### src/rtl/silife_demo_pkg.sv
// Shared definitions for the demo sequencer: stored patterns, FSM encoding and default step period.
// Pattern words are row-major with row 0 in the most-significant byte.
package silife_demo_pkg;

  localparam int PAT_ROWS  = 32;
  localparam int PAT_COLS  = 8;
  localparam int PAT_W     = PAT_ROWS * PAT_COLS;
  localparam int PAT_COUNT = 4;

  localparam logic [31:0] DEFAULT_PERIOD = 32'd4_000_000;

  localparam logic [PAT_W-1:0] PATTERN_0 =
    256'h000102030405060708090A0B0C0D0E0F101112131415161718191A1B1C1D1E1F;
  localparam logic [PAT_W-1:0] PATTERN_1 =
    256'h8040201008040201804020100804020180402010080402018040201008040201;
  localparam logic [PAT_W-1:0] PATTERN_2 =
    256'hFFFEFDFCFBFAF9F8F7F6F5F4F3F2F1F0EFEEEDECEBEAE9E8E7E6E5E4E3E2E1E0;
  localparam logic [PAT_W-1:0] PATTERN_3 =
    256'hA53CA53CA53CA53CA53CA53CA53CA53CA53CA53CA53CA53CA53CA53CA53CA53C;

  typedef enum logic [1:0] {
    IDLE = 2'd0,
    LOAD = 2'd1,
    RUN  = 2'd2
  } state_t;

  function automatic logic [PAT_W-1:0] pattern_word(input int idx);
    case (idx)
      0:       return PATTERN_0;
      1:       return PATTERN_1;
      2:       return PATTERN_2;
      3:       return PATTERN_3;
      default: return '0;
    endcase
  endfunction

endpackage

### src/rtl/silife_pattern_rom.sv
// Pattern store: maps (sel, row) to one COLS-bit grid row, bit order reversed within the row.
// Purely combinational; no flow control.
module silife_pattern_rom
  import silife_demo_pkg::*;
#(
  parameter int ROWS         = 32,
  parameter int COLS         = 8,
  parameter int NUM_PATTERNS = 4,
  parameter int ROW_W        = (ROWS > 1) ? $clog2(ROWS) : 1,
  parameter int SEL_W        = (NUM_PATTERNS > 1) ? $clog2(NUM_PATTERNS) : 1
) (
  input  logic [SEL_W-1:0] sel,
  input  logic [ROW_W-1:0] row,
  output logic [COLS-1:0]  row_bits
);

  logic [PAT_W-1:0] word;

  always_comb begin
    word     = (int'(sel) < NUM_PATTERNS) ? pattern_word(int'(sel)) : '0;
    row_bits = '0;
    // Shifting rather than indexing keeps out-of-range bits at zero for oversize grids.
    for (int i = 0; i < COLS; i++) begin
      row_bits[i] = 1'(word >> ((ROWS - 1 - int'(row)) * COLS + (COLS - 1 - i)));
    end
  end

endmodule

### src/rtl/silife_demo_seq.sv
// Demo sequencer: writes a stored pattern into the grid row by row, then issues periodic step pulses.
// One row per enabled cycle; en=0 freezes everything and masks wr_en/step.
module silife_demo_seq
  import silife_demo_pkg::*;
#(
  parameter int ROWS         = 32,
  parameter int COLS         = 8,
  parameter int NUM_PATTERNS = 4,
  parameter int PERIOD_W     = 32,
  localparam int ROW_W       = (ROWS > 1) ? $clog2(ROWS) : 1,
  localparam int SEL_W       = (NUM_PATTERNS > 1) ? $clog2(NUM_PATTERNS) : 1
) (
  input  logic                clk,
  input  logic                rst_n,
  input  logic                en,
  input  logic [SEL_W-1:0]    pattern_sel,
  input  logic                reload,
  input  logic                pause,
  input  logic [PERIOD_W-1:0] period,
  output logic [ROW_W-1:0]    row_select,
  output logic [COLS-1:0]     cells,
  output logic                wr_en,
  output logic                step,
  output logic                busy
);

  localparam logic [ROW_W-1:0] LAST_ROW = ROW_W'(ROWS - 1);

  state_t                state_q, state_d;
  logic [ROW_W-1:0]      row_q, row_d;
  logic [SEL_W-1:0]      sel_q, sel_d;
  logic [PERIOD_W-1:0]   cnt_q, cnt_d;
  logic                  wr_en_q, wr_en_d;
  logic                  step_q, step_d;
  logic                  busy_q, busy_d;
  logic [PERIOD_W-1:0]   period_m1;

  assign period_m1 = period - PERIOD_W'(1);

  always_ff @(posedge clk or negedge rst_n) begin
    if (!rst_n) begin
      state_q <= IDLE;
      row_q   <= '0;
      sel_q   <= '0;
      cnt_q   <= '0;
      wr_en_q <= 1'b0;
      step_q  <= 1'b0;
      busy_q  <= 1'b1;
    end else begin
      state_q <= state_d;
      row_q   <= row_d;
      sel_q   <= sel_d;
      cnt_q   <= cnt_d;
      wr_en_q <= wr_en_d;
      step_q  <= step_d;
      busy_q  <= busy_d;
    end
  end

  always_comb begin
    state_d = state_q;
    row_d   = row_q;
    sel_d   = sel_q;
    cnt_d   = cnt_q;
    wr_en_d = 1'b0;
    step_d  = 1'b0;

    if (en) begin
      case (state_q)
        IDLE: begin
          state_d = LOAD;
          row_d   = '0;
          sel_d   = pattern_sel;
          wr_en_d = 1'b1;
          cnt_d   = '0;
        end
        LOAD: begin
          if (reload) begin
            row_d   = '0;
            sel_d   = pattern_sel;
            wr_en_d = 1'b1;
            cnt_d   = '0;
          end else if (row_q == LAST_ROW) begin
            state_d = RUN;
            row_d   = '0;
            cnt_d   = '0;
          end else begin
            row_d   = row_q + ROW_W'(1);
            wr_en_d = 1'b1;
          end
        end
        RUN: begin
          // A reload or new selection outranks a coinciding counter expiry.
          if (reload || (pattern_sel != sel_q)) begin
            state_d = LOAD;
            row_d   = '0;
            sel_d   = pattern_sel;
            wr_en_d = 1'b1;
            cnt_d   = '0;
          end else if (!pause && (period != '0)) begin
            // >= also recovers when period shrinks below the running count.
            if (cnt_q >= period_m1) begin
              cnt_d  = '0;
              step_d = (cnt_q == period_m1);
            end else begin
              cnt_d = cnt_q + PERIOD_W'(1);
            end
          end
        end
        default: begin
          state_d = IDLE;
          row_d   = '0;
          cnt_d   = '0;
        end
      endcase
    end

    busy_d = (state_d != RUN);
  end

  assign row_select = row_q;
  assign wr_en      = wr_en_q;
  assign step       = step_q;
  assign busy       = busy_q;

  silife_pattern_rom #(
    .ROWS         (ROWS),
    .COLS         (COLS),
    .NUM_PATTERNS (NUM_PATTERNS),
    .ROW_W        (ROW_W),
    .SEL_W        (SEL_W)
  ) u_rom (
    .sel      (sel_q),
    .row      (row_q),
    .row_bits (cells)
  );

endmodule

### config.mk
export PLATFORM = sky130hd
export DESIGN_NAME = silife_demo_seq
export DESIGN_NICKNAME = d
export VERILOG_FILES = /design/src/rtl/silife_demo_pkg.sv /design/src/rtl/silife_pattern_rom.sv /design/src/rtl/silife_demo_seq.sv
export SDC_FILE = /design/constraint.sdc
export NUM_CORES = 1
export LEC_CHECK = 0
export BUFFER_PORTS_ARGS = -buffer_cell sky130_fd_sc_hd__buf_2
export CELL_PAD_IN_SITES_DETAIL_PLACEMENT = 0
export CELL_PAD_IN_SITES_GLOBAL_PLACEMENT = 1
export CORE_MARGIN = 4
export CORE_UTILIZATION = 48
export CTS_BUF_LIST = sky130_fd_sc_hd__clkbuf_2 sky130_fd_sc_hd__clkbuf_4 sky130_fd_sc_hd__clkbuf_8
export CTS_CLUSTER_DIAMETER = 120
export DETAILED_ROUTE_END_ITERATION = 8
export GPL_TIMING_DRIVEN = 0
export PLACE_DENSITY = 0.93
export SLEW_MARGIN = 20
export SYNTH_ARGS = -nofsm -noshare
export SYNTH_HDL_FRONTEND = slang
export SYNTH_SLANG_ARGS = --single-unit
### constraint.sdc
create_clock -name clk -period 3.7 [get_ports clk]
set_input_delay 0.185 -clock clk [delete_from_list [all_inputs] [get_ports clk]]
set_output_delay 0.185 -clock clk [all_outputs]
set_load 0.05 [all_outputs]
## Yosys cells after proc, flatten, opt, wreduce, memory -nomap -nowiden

Cells that the tools add are included.

| word-level totals | value |
|---|---|
| word-level logic and storage cells | 79 |
| output and inout bits | 16 |
| register bits | 44 |
| input port bits | 39 |

| cells by class | value |
|---|---|
| equal/unequal tests | 13 |
| reduce and logical (&&, ||, !) cells | 10 |
| shift operators | 8 |
| $lt $le $gt $ge | 1 |
| muxes and demuxes | 29 |
| $add $sub $neg | 11 |

Operator list:

| operator | number |
|---|---|
| $shr 256x32->1 | 8 |
| $pmux 256 s4 | 1 |
| $mux 32 | 5 |
| $pmux 32 s2 | 1 |
| $add 9x4->10 const B | 4 |
| $add 32x1->32 const B | 1 |
| $eq 32x32->1 | 1 |
| $ge 32x32->1 | 1 |
| $reduce_bool 32->1 | 1 |
| $sub 32x1->32 const B | 1 |
| $add 9x3->10 const B | 2 |
| $mux 5 | 3 |
| $mux 2 | 6 |
| $pmux 2 s3 | 2 |
| $add 9x2->10 const B | 1 |
| $pmux 5 s2 | 1 |
| $mux 1 | 9 |
| $eq 2x2->1 const B | 3 |
| $ne 2x2->1 const B | 3 |
| $ne 3x3->1 const B | 2 |
| $sub 5x5->6 const A | 1 |
| $add 5x1->5 const B | 1 |
| $eq 5x5->1 const B | 1 |
| $eq 2x1->1 const B | 2 |
| 10 further kinds | 11 |

## Longest topological paths before layout

Gate-level depths: netlist (run 1).

| logic depth | value |
|---|---|
| depth in word-level cells | 7 |
| mapped depth | 17 |
| depth with buffers taken out | 15 |

## Hierarchy

A second synthesis (run 1) with hierarchy kept.

| second synthesis, totals | value |
|---|---|
| cells, all modules | 481 |
| area total of the unflattened synthesis | 3980.1 um2 |

Modules (own cells, without submodules):

| module | times used | sequential area each (um2) | cells an instance | area an instance (um2) |
|---|---|---|---|---|
| silife_demo_seq | 1 | 1102.3 | 428 | 3621.0 |
| silife_pattern_rom | 1 | 0.0 | 53 | 359.1 |

## Least setup slack after synthesis (run 1)

Ideal clock, no wire load.

| timing path | value |
|---|---|
| path kind | input to register |
| start point | in period[5] |
| end point | reg cnt_q[19] |
| data arrival time | 3.887 ns |
| cell stages on the path | 17 |
| required time | 3.618 ns |
| library setup time | 0.082 ns |
| setup slack | -0.269 ns |
| path buffers | 2 |
| cells stage by stage | or4_4 > nor4_4 > nand2_2 > or4_4 > nand2b_4 > nor3_2 > xnor2_1 > ha_1 > a21oi_1 > nor2_1 > a211oi_1 > o2111ai_1 > a211oi_1 > buf_2 > buf_2 > a31oi_1 > a31oi_1 |

| on the way | value |
|---|---|
| cells in the longest elaborated chain, start to end | 6 |
| elaborated cells between the ends (all ways) | 10 |
| classes of those cells | add/sub: 1; order compare: 1; eq/ne: 1; mux: 4; reduce/logical: 3 |

RTL lines:

| what | line | text |
|---|---|---|
| from (decl) | silife_demo_seq.sv:19 | `input logic [PERIOD_W-1:0] period,` |
| $sub 32x1->32 | silife_demo_seq.sv:38 | `assign period_m1 = period - PERIOD_W'(1);` |
| $ge 32x32->1 | silife_demo_seq.sv:102 | `if (cnt_q >= period_m1) begin` |
| $mux 32 | silife_demo_seq.sv:102 |  |
| $mux 32 | silife_demo_seq.sv:100 | `end else if (!pause && (period != '0)) begin` |
| $mux 32 | silife_demo_seq.sv:94 | `if (reload \|\| (pattern_sel != sel_q)) begin` |
| $pmux 32 s2 | silife_demo_seq.sv:69 | `case (state_q)` |
| to (signal assigned) | silife_demo_seq.sv:53 | `cnt_q <= cnt_d;` |
| to (decl) | silife_demo_seq.sv:32 | `logic [PERIOD_W-1:0] cnt_q, cnt_d;` |

Parallel ways exist; a longest one is shown, timed or not. The select of a mux whose other input is x is not followed.
A chain may end at the register's enable or synchronous reset.

## Worst setup path in the final report (run 1)

| timing path | value |
|---|---|
| start point | in period[11] |
| end point | reg cnt_q[17] |

The elaborated chain is that of the path after synthesis.

==> results of run 1 <==
==> worst paths after layout <==
| path | start | to |
|---|---|---|
| max in group asynchronous | rst_n | cnt_q[18] |
| min in group asynchronous | rst_n | state_q[0] |
| setup / recovery | period[11] | cnt_q[17] |
| hold / removal | pattern_sel[1] | sel_q[1] |
| hold reg to reg | cnt_q[16] | cnt_q[16] |
| setup reg to reg | row_select[2] | cnt_q[24] |
==> kinds of logic after synthesis <==
family	Yosys count	synth area share, %
multiplexers	9	2.47
flip-flops	44	28.0
XOR/XNOR	32	7.11
AO/OA/AOI/OAI	115	18.7
AND/OR/NAND/NOR	203	27.2
buffers and inverters	32	3.27
adder cells (fa/ha/maj)	42	13.3
==> cell type report <==
| type | instances | area share, % |
|---|---|---|
| Sequential cell | 44 | 21.7 |
| Buffer | 18 | 3.10 |
| Tap cell | 102 | 2.51 |
| Timing Repair Buffer | 79 | 11.1 |
| Clock inverter | 2 | 0.762 |
| Clock buffer | 6 | 1.62 |
| Inverter | 14 | 1.03 |
| Multi-Input combinational cell | 401 | 58.2 |
==> per-stage QoR <==
stage | power [mW] | cell area, um2
final | 1.39 | 5090
after global routing | 1.45 | 5090
after detailed placement | 0.965 | 4360
after floorplan | 0.835 | 3970
after global placement | 0.953 | 4360
after CTS | 1.37 | 4740
==> worst max-delay path, delay by kind of cell <==
family,cells,cell delay (ps)
AND/OR/NAND/NOR,7,2000
XOR/XNOR,1,100
AO/OA/AOI/OAI,5,780
adder cells (fa/ha/maj),1,340
buffers and inverters,5,650
==> sequential cells by signal, indices dropped and copies added (netlist names) <==
name / count
wr_en: 1
busy: 1
state_q: 2
row_select: 5
step: 1
cnt_q: 32
sel_q: 2
==> power by group <==
group | switching (mW) | internal [mW]
logic | 0.313 | 0.150
clock network | 0.190 | 0.221
registers | 0.0197 | 0.493
==> layer usage <==
layer / up-vias / track usage (%)
li1: 1931 / -
met1: 2005 / 29.7
met2: 132 / 34.7
met3: 22 / 3.82
met4: 0 / 5.99
met5: - / 0
==> synth_stat cells, types with 9 or more instances <==
| master | count | area [um2] |
|---|---|---|
| a21oi_1 | 29 | 145 |
| nor3_1 | 18 | 90.1 |
| and3_1 | 11 | 68.8 |
| nand2b_1 | 9 | 56.3 |
| a31oi_1 | 16 | 100 |
| ha_1 | 42 | 526 |
| nand3_1 | 29 | 145 |
| o21ai_0 | 21 | 105 |
| nand2_1 | 46 | 173 |
| dfrtp_1 | 43 | 1080 |
| xnor2_1 | 25 | 219 |
| nand4_1 | 12 | 75.1 |
| nor2_1 | 39 | 146 |
| clkbuf_1 | 10 | 37.5 |
| inv_1 | 14 | 52.6 |
==> timing repair <==
action / 4_1_cts / 5_1_grt
cloned: 1 / 4
pin swaps: 15 / 15
setup endpoints to repair: 32 / 32
endpoints found under the hold margin: 0 / 43
gates resized for setup: 45 / 34
setup buffers: 9 / 10
hold buffers: 0 / 1
==> flow_metrics.tcl, run 1 <==
set metrics [dict create \
    status "complete, but fails checks" \
    violations "setup timing" \
    fin_crit_sh_pct 104 \
    avgRoutedWirePerCell_um 17.3 \
    ant_nets 0 \
    track_usage_pct 21.5 \
    syn-num-nets 558 \
    synth_cell_type_count 56 \
    drtPass1Iterations 5 \
    setup_tns_ps -2180 \
    placed_cells 633 \
    cpMaxStageDelayCell "or4_4" \
    crit_fanout 8 \
    holdCritPathClass "input pin to flip-flop" \
    r2r_cells 9 \
    nFillCells 665 \
    rsz0062_at_grt "yes" \
    io_buffers 54 \
    die_h_um 98.6 \
    relSlewSlack_pct 48.4 \
    seq_area_mm2 0.00110 \
    tightestPinTransition_ps 774 \
    ir_worst_vdd_v 0.000139 \
    final_cells 666 \
    min_period_ps 3860 \
    drc_errors 0 \
    tritoncts "done" \
    cts.clk_slew.worst_paths_ps 90 \
    layout-drive-gt1-share_pct 27.0 \
    insertion_delay_ps 320 \
    grt_overflow 0 \
    cp.arrival_ps 4060 \
    final_common_cell "buf_2" \
    finalSetupViolCount 29 \
    syn_area_mm2 0.00394 \
    gp_congestion 0.852 \
    path_cells "buf_6 > or4_4 > nor4_4 > nand2_2 > or4_4 > buf_4 > nor3b_2 > xnor2_1 > ha_1 > nand4_1 > nor2_1 > o221ai_1 > o2111ai_4 > a211oi_4 > buf_6 > buf_6 > clkbuf_16 > a21o_1 > a22o_1" \
    fp.dieArea_mm2 0.00973 \
    cts_root_buf "clkbuf_8" \
    htreeDepth 2 \
    syn_area_per_cell_um2 8.27 \
    multi_input_area_mm2 0.00296 \
    crit_type "input pin to flip-flop" \
    ys_seq_elements 44 \
    cp.required_ps 3910 \
    drt_wl_total_um 11500 \
    grt_pass1_wl_um 17500 \
    die_w_um 98.6 \
    syn2layout_area_growth_pct 29.1 \
    vias_per_cell 6.14 \
    drt_first_iter_violations 175 \
    first_global_vias 3708 \
    dr_wl_met2_um 5570 \
    start_util_pct 50.3 \
    antenna_found_initial 0 \
    power_leakage_nw 2.26 \
    wl_met1_um 5070 \
    layout_common_cells "buf_2 (52), nand2_1 (45), dfrtp_1 (43), ha_1 (42), nor2_1 (38)" \
    cp_slowest_stage_delay_ps 560 \
    dp_slack_ps -901 \
    crit_path_start_kind "input pin" \
    core_mm2 0.00785 \
    seq_area_frac_synth_pct 28.0 \
    yosysWarnings 0 \
    diodes 0 \
    utilization_pct 64.9 \
    cp_common_cell "buf_6" \
    clk_path_buf_depth 2 \
    synth_top_flop_cell "dfrtp_1" \
    row_count 32 \
    layout.nets 644 \
    regToRegSetupSlack_ps 580 \
    grt_max_degree 45 \
    async_flop_share_pct 100 \
    top_layer "met4" \
    maxCapViolations 0 \
    finalHoldViolations 0 \
    wl_met3_um 622 \
    min_path_cells 2 \
    whs_ps 140 \
    place_hpwl_um 7850 \
    clock.fmax_mhz 259 \
    power.density_mw_per_mm2 272 \
    io_pins 55 \
    setup_ws_ps -157 \
    drv_slew 0 \
    syn_inst 477 \
    numCtsBuffers 5 \
    synth_edf_count 0 \
    crit_path_end_kind "flip-flop" \
    vias 4090 \
    final.setup_skew_ps 11.0 \
    numClockSinks 44 \
]
Note: power is estimated with default switching activity, not from simulation.
==> run 2: changes to the inputs <==
- ABC_AREA: default -> 1
- CORE_UTILIZATION: 48 -> 46
==> run 2 against run 1 <==
Compared with the run above: the run now ends clean; core utilization down 12 points; sequential power decreased by 1%; die area is 22% higher; cell count rose by 42%; non-clock buffer count decreased by 31; first-iteration DRC count increased by 60%; clock skew fell by 1.4 ps; wire length rose by 4.9%; critical endpoint is now cnt_q[12]; largest power group unchanged.
==> flow_metrics.tcl, run 2 <==
set metrics [dict create \
    status "finished clean" \
    hp-start "en" \
    power_leakage_nw 2.65 \
    yosysWarnings 0 \
    crit_fanout 10 \
    drc_errors 0 \
    yosysMostFrequentCell "nand2_1" \
    layout.nets 892 \
    min_to "wr_en" \
    cp.arrival_ps 3510 \
    numCtsBuffers 5 \
    grt_max_degree 45 \
    r2r-start "cnt_q[27]" \
    min_path_cells 3 \
    regToRegSetupSlack_ps 1350 \
    row_count 36 \
    ant_nets 0 \
    vias 4743 \
    vias_per_cell 5.02 \
    avgRoutedWirePerCell_um 12.8 \
    relSlewSlack_pct 61.3 \
    yosys.area.top_type_share_pct 22.9 \
    cts.clk_slew.worst_paths_ps 80 \
    fp.dieArea_mm2 0.0119 \
    placed_cells 936 \
    layout_common_cells "nand2_1 (258), nor2_1 (125), inv_1 (83), buf_2 (55), dfrtp_1 (43)" \
    comb_power_share_pct 31.2 \
    tritoncts "done" \
    seq_area_frac_synth_pct 23.4 \
    cp_slowest_stage_delay_ps 410 \
    crit_type "input pin to flip-flop" \
    track_usage_pct 21.3 \
    place_hpwl_um 9960 \
    synth.largest_area_cell "dfrtp_1" \
    fin_crit_sh_pct 88.6 \
    cts_root_buf "clkbuf_8" \
    p_sw_mw 0.444 \
    min_period_ps 3280 \
    die_h_um 109 \
    synth_cell_type_count 38 \
    synthTopCellsByCount "nand2_1 (258), nor2_1 (125), inv_1 (83), dfrtp_1 (43), ha_1 (42)" \
    rsz0062_at_grt "no" \
    cp.required_ps 3940 \
    r2r_cells 11 \
    antenna_found_initial 0 \
    syn2layout_area_growth_pct 11.6 \
    drt_wl_total_um 12100 \
    largest_register_ffs 32 \
    path_cells "buf_2 > inv_1 > ha_1 > nand2_1 > nor2_1 > nand4_1 > nor2_1 > xor2_1 > inv_1 > ha_1 > nand2_1 > inv_1 > nand2_1 > a21boi_0 > nor2_1 > nand3_1 > a21oi_1 > clkbuf_1 > nand2_1 > nand2_1" \
    maxCapViolations 0 \
    cpMaxStageDelayCell "clkbuf_1" \
    syn_inst 749 \
    final_cells 945 \
    ys_seq_elements 44 \
    syn-num-nets 830 \
    layout-drive-gt1-share_pct 12.4 \
    final.setup_skew_ps 9.54 \
    nFillCells 1018 \
    cp_common_cell "nand2_1" \
    seqPwrFrac_pct 41.8 \
    start_util_pct 47.7 \
    holdCritPathClass "input pin to flip-flop" \
    diodes 0 \
    grt_pass1_wl_um 20300 \
    insertion_delay_ps 300 \
    path_buf_inv 5 \
    synth_edf_count 0 \
    crit_path_start_kind "input pin" \
    finalSetupViolCount 0 \
    syn_area_mm2 0.00471 \
    ys_top_cells_by_area "dfrtp_1 (23%), nand2_1 (21%), ha_1 (11%), nor2_1 (10%), inv_1 (6.6%)" \
    core_mm2 0.00986 \
    ir_worst_vdd_v 0.000176 \
    setup_tns_ps 0 \
    grt_overflow 0 \
    gp_congestion 0.913 \
    htreeDepth 2 \
    io_buffers 54 \
    critPathTopFamily "simple AND/OR/NAND/NOR gates" \
    sw_frac_of_total_pct 36.6 \
    crit_path_end_kind "flip-flop" \
    r2r-end "cnt_q[12]" \
    power.density_mw_per_mm2 231 \
    clk_path_buf_depth 2 \
    largest_register "cnt_q" \
    finalHoldViolations 0 \
    syn_area_per_cell_um2 6.29 \
    async_flop_share_pct 100 \
    clock.fmax_mhz 305 \
    drt_first_iter_violations 280 \
    first_global_vias 4320 \
    post_cts_resized 0 \
    die_w_um 109 \
    numClockSinks 44 \
    drtPass1Iterations 6 \
    p_clk_share_pct 27.0 \
    synth_top_flop_cell "dfrtp_1" \
    tightestPinTransition_ps 575 \
    power.internal_mw 0.770 \
    io_pins 55 \
    final_common_cell "nand2_1" \
    drv_slew 0 \
]
-- run 2: cell families after synthesis --
kind of cell	share of synthesized area, %
AOI/OAI and AO/OA	6.35
xor gates and xnor gates	9.49
adders and majority gates	11.2
buffers and inverters	8.50
DFF	23.4
and+or+nand+nor	41.1
-- run 2: power groups by stage --
stage	clock network [mW]	registers [mW]	logic [mW]
floorplan	0	0.527	0.253
global placement	0	0.515	0.370
detailed placement	0	0.516	0.379
CTS	0.332	0.507	0.380
global route	0.363	0.509	0.421
finish	0.328	0.507	0.379
-- run 2: how the worst max path moves through the flow --
stage,start,end,depth (start not counted)
floorplan,period[0],cnt_q[11],19
global placement,period[0],cnt_q[12],20
detailed placement,period[0],cnt_q[12],20
CTS,period[0],cnt_q[12],20
global route,period[0],cnt_q[12],20
finish,period[0],cnt_q[12],20
-- run 2: layout make-up --
type                            count  area (um2)  share of cell area, %
Multi-Input combinational cell    609        3210                   61.0
Clock buffer                        8        97.6                   1.86
Buffer                             11        81.3                   1.55
Inverter                           85         319                   6.07
Tap cell                          133         166                   3.17
Timing Repair Buffer               55         283                   5.38
Sequential cell                    44        1100                   21.0
-- run 2: repair_timing --
action	CTS	global route
hold buffers	0	1
setup buffers	0	0
endpoints found under the hold margin	0	43
-- run 2: layer usage --
layer | global-route usage [%] | share of wire (%) | vias to the layer above
met2 | 34.7 | 46 | 116
li1 | - | - | 2470
met3 | 2.61 | 5.0 | 11
met5 | 0 | 0 | -
met4 | 4.54 | 0.87 | 0
met1 | 30.3 | 48 | 2146
-- run 2: tightest hold or removal path: stages --
cell	delay [ps]
buf_2	120
nand2_1	60
a21oi_1	50
-- run 2: metrics by stage --
step                worst slack, ps  cell area, um2  util, %  total power [mW]  hold WS (ps)
floorplan                      1020            4710        -             0.780          -111
global placement                179            5140     52.2             0.886           417
detailed placement             83.8            5140     52.2             0.895           417
CTS                             385            5240     53.1              1.22          94.6
global route                   53.2            5260     53.3              1.29           155
finish                          423            5260     53.3              1.21           161
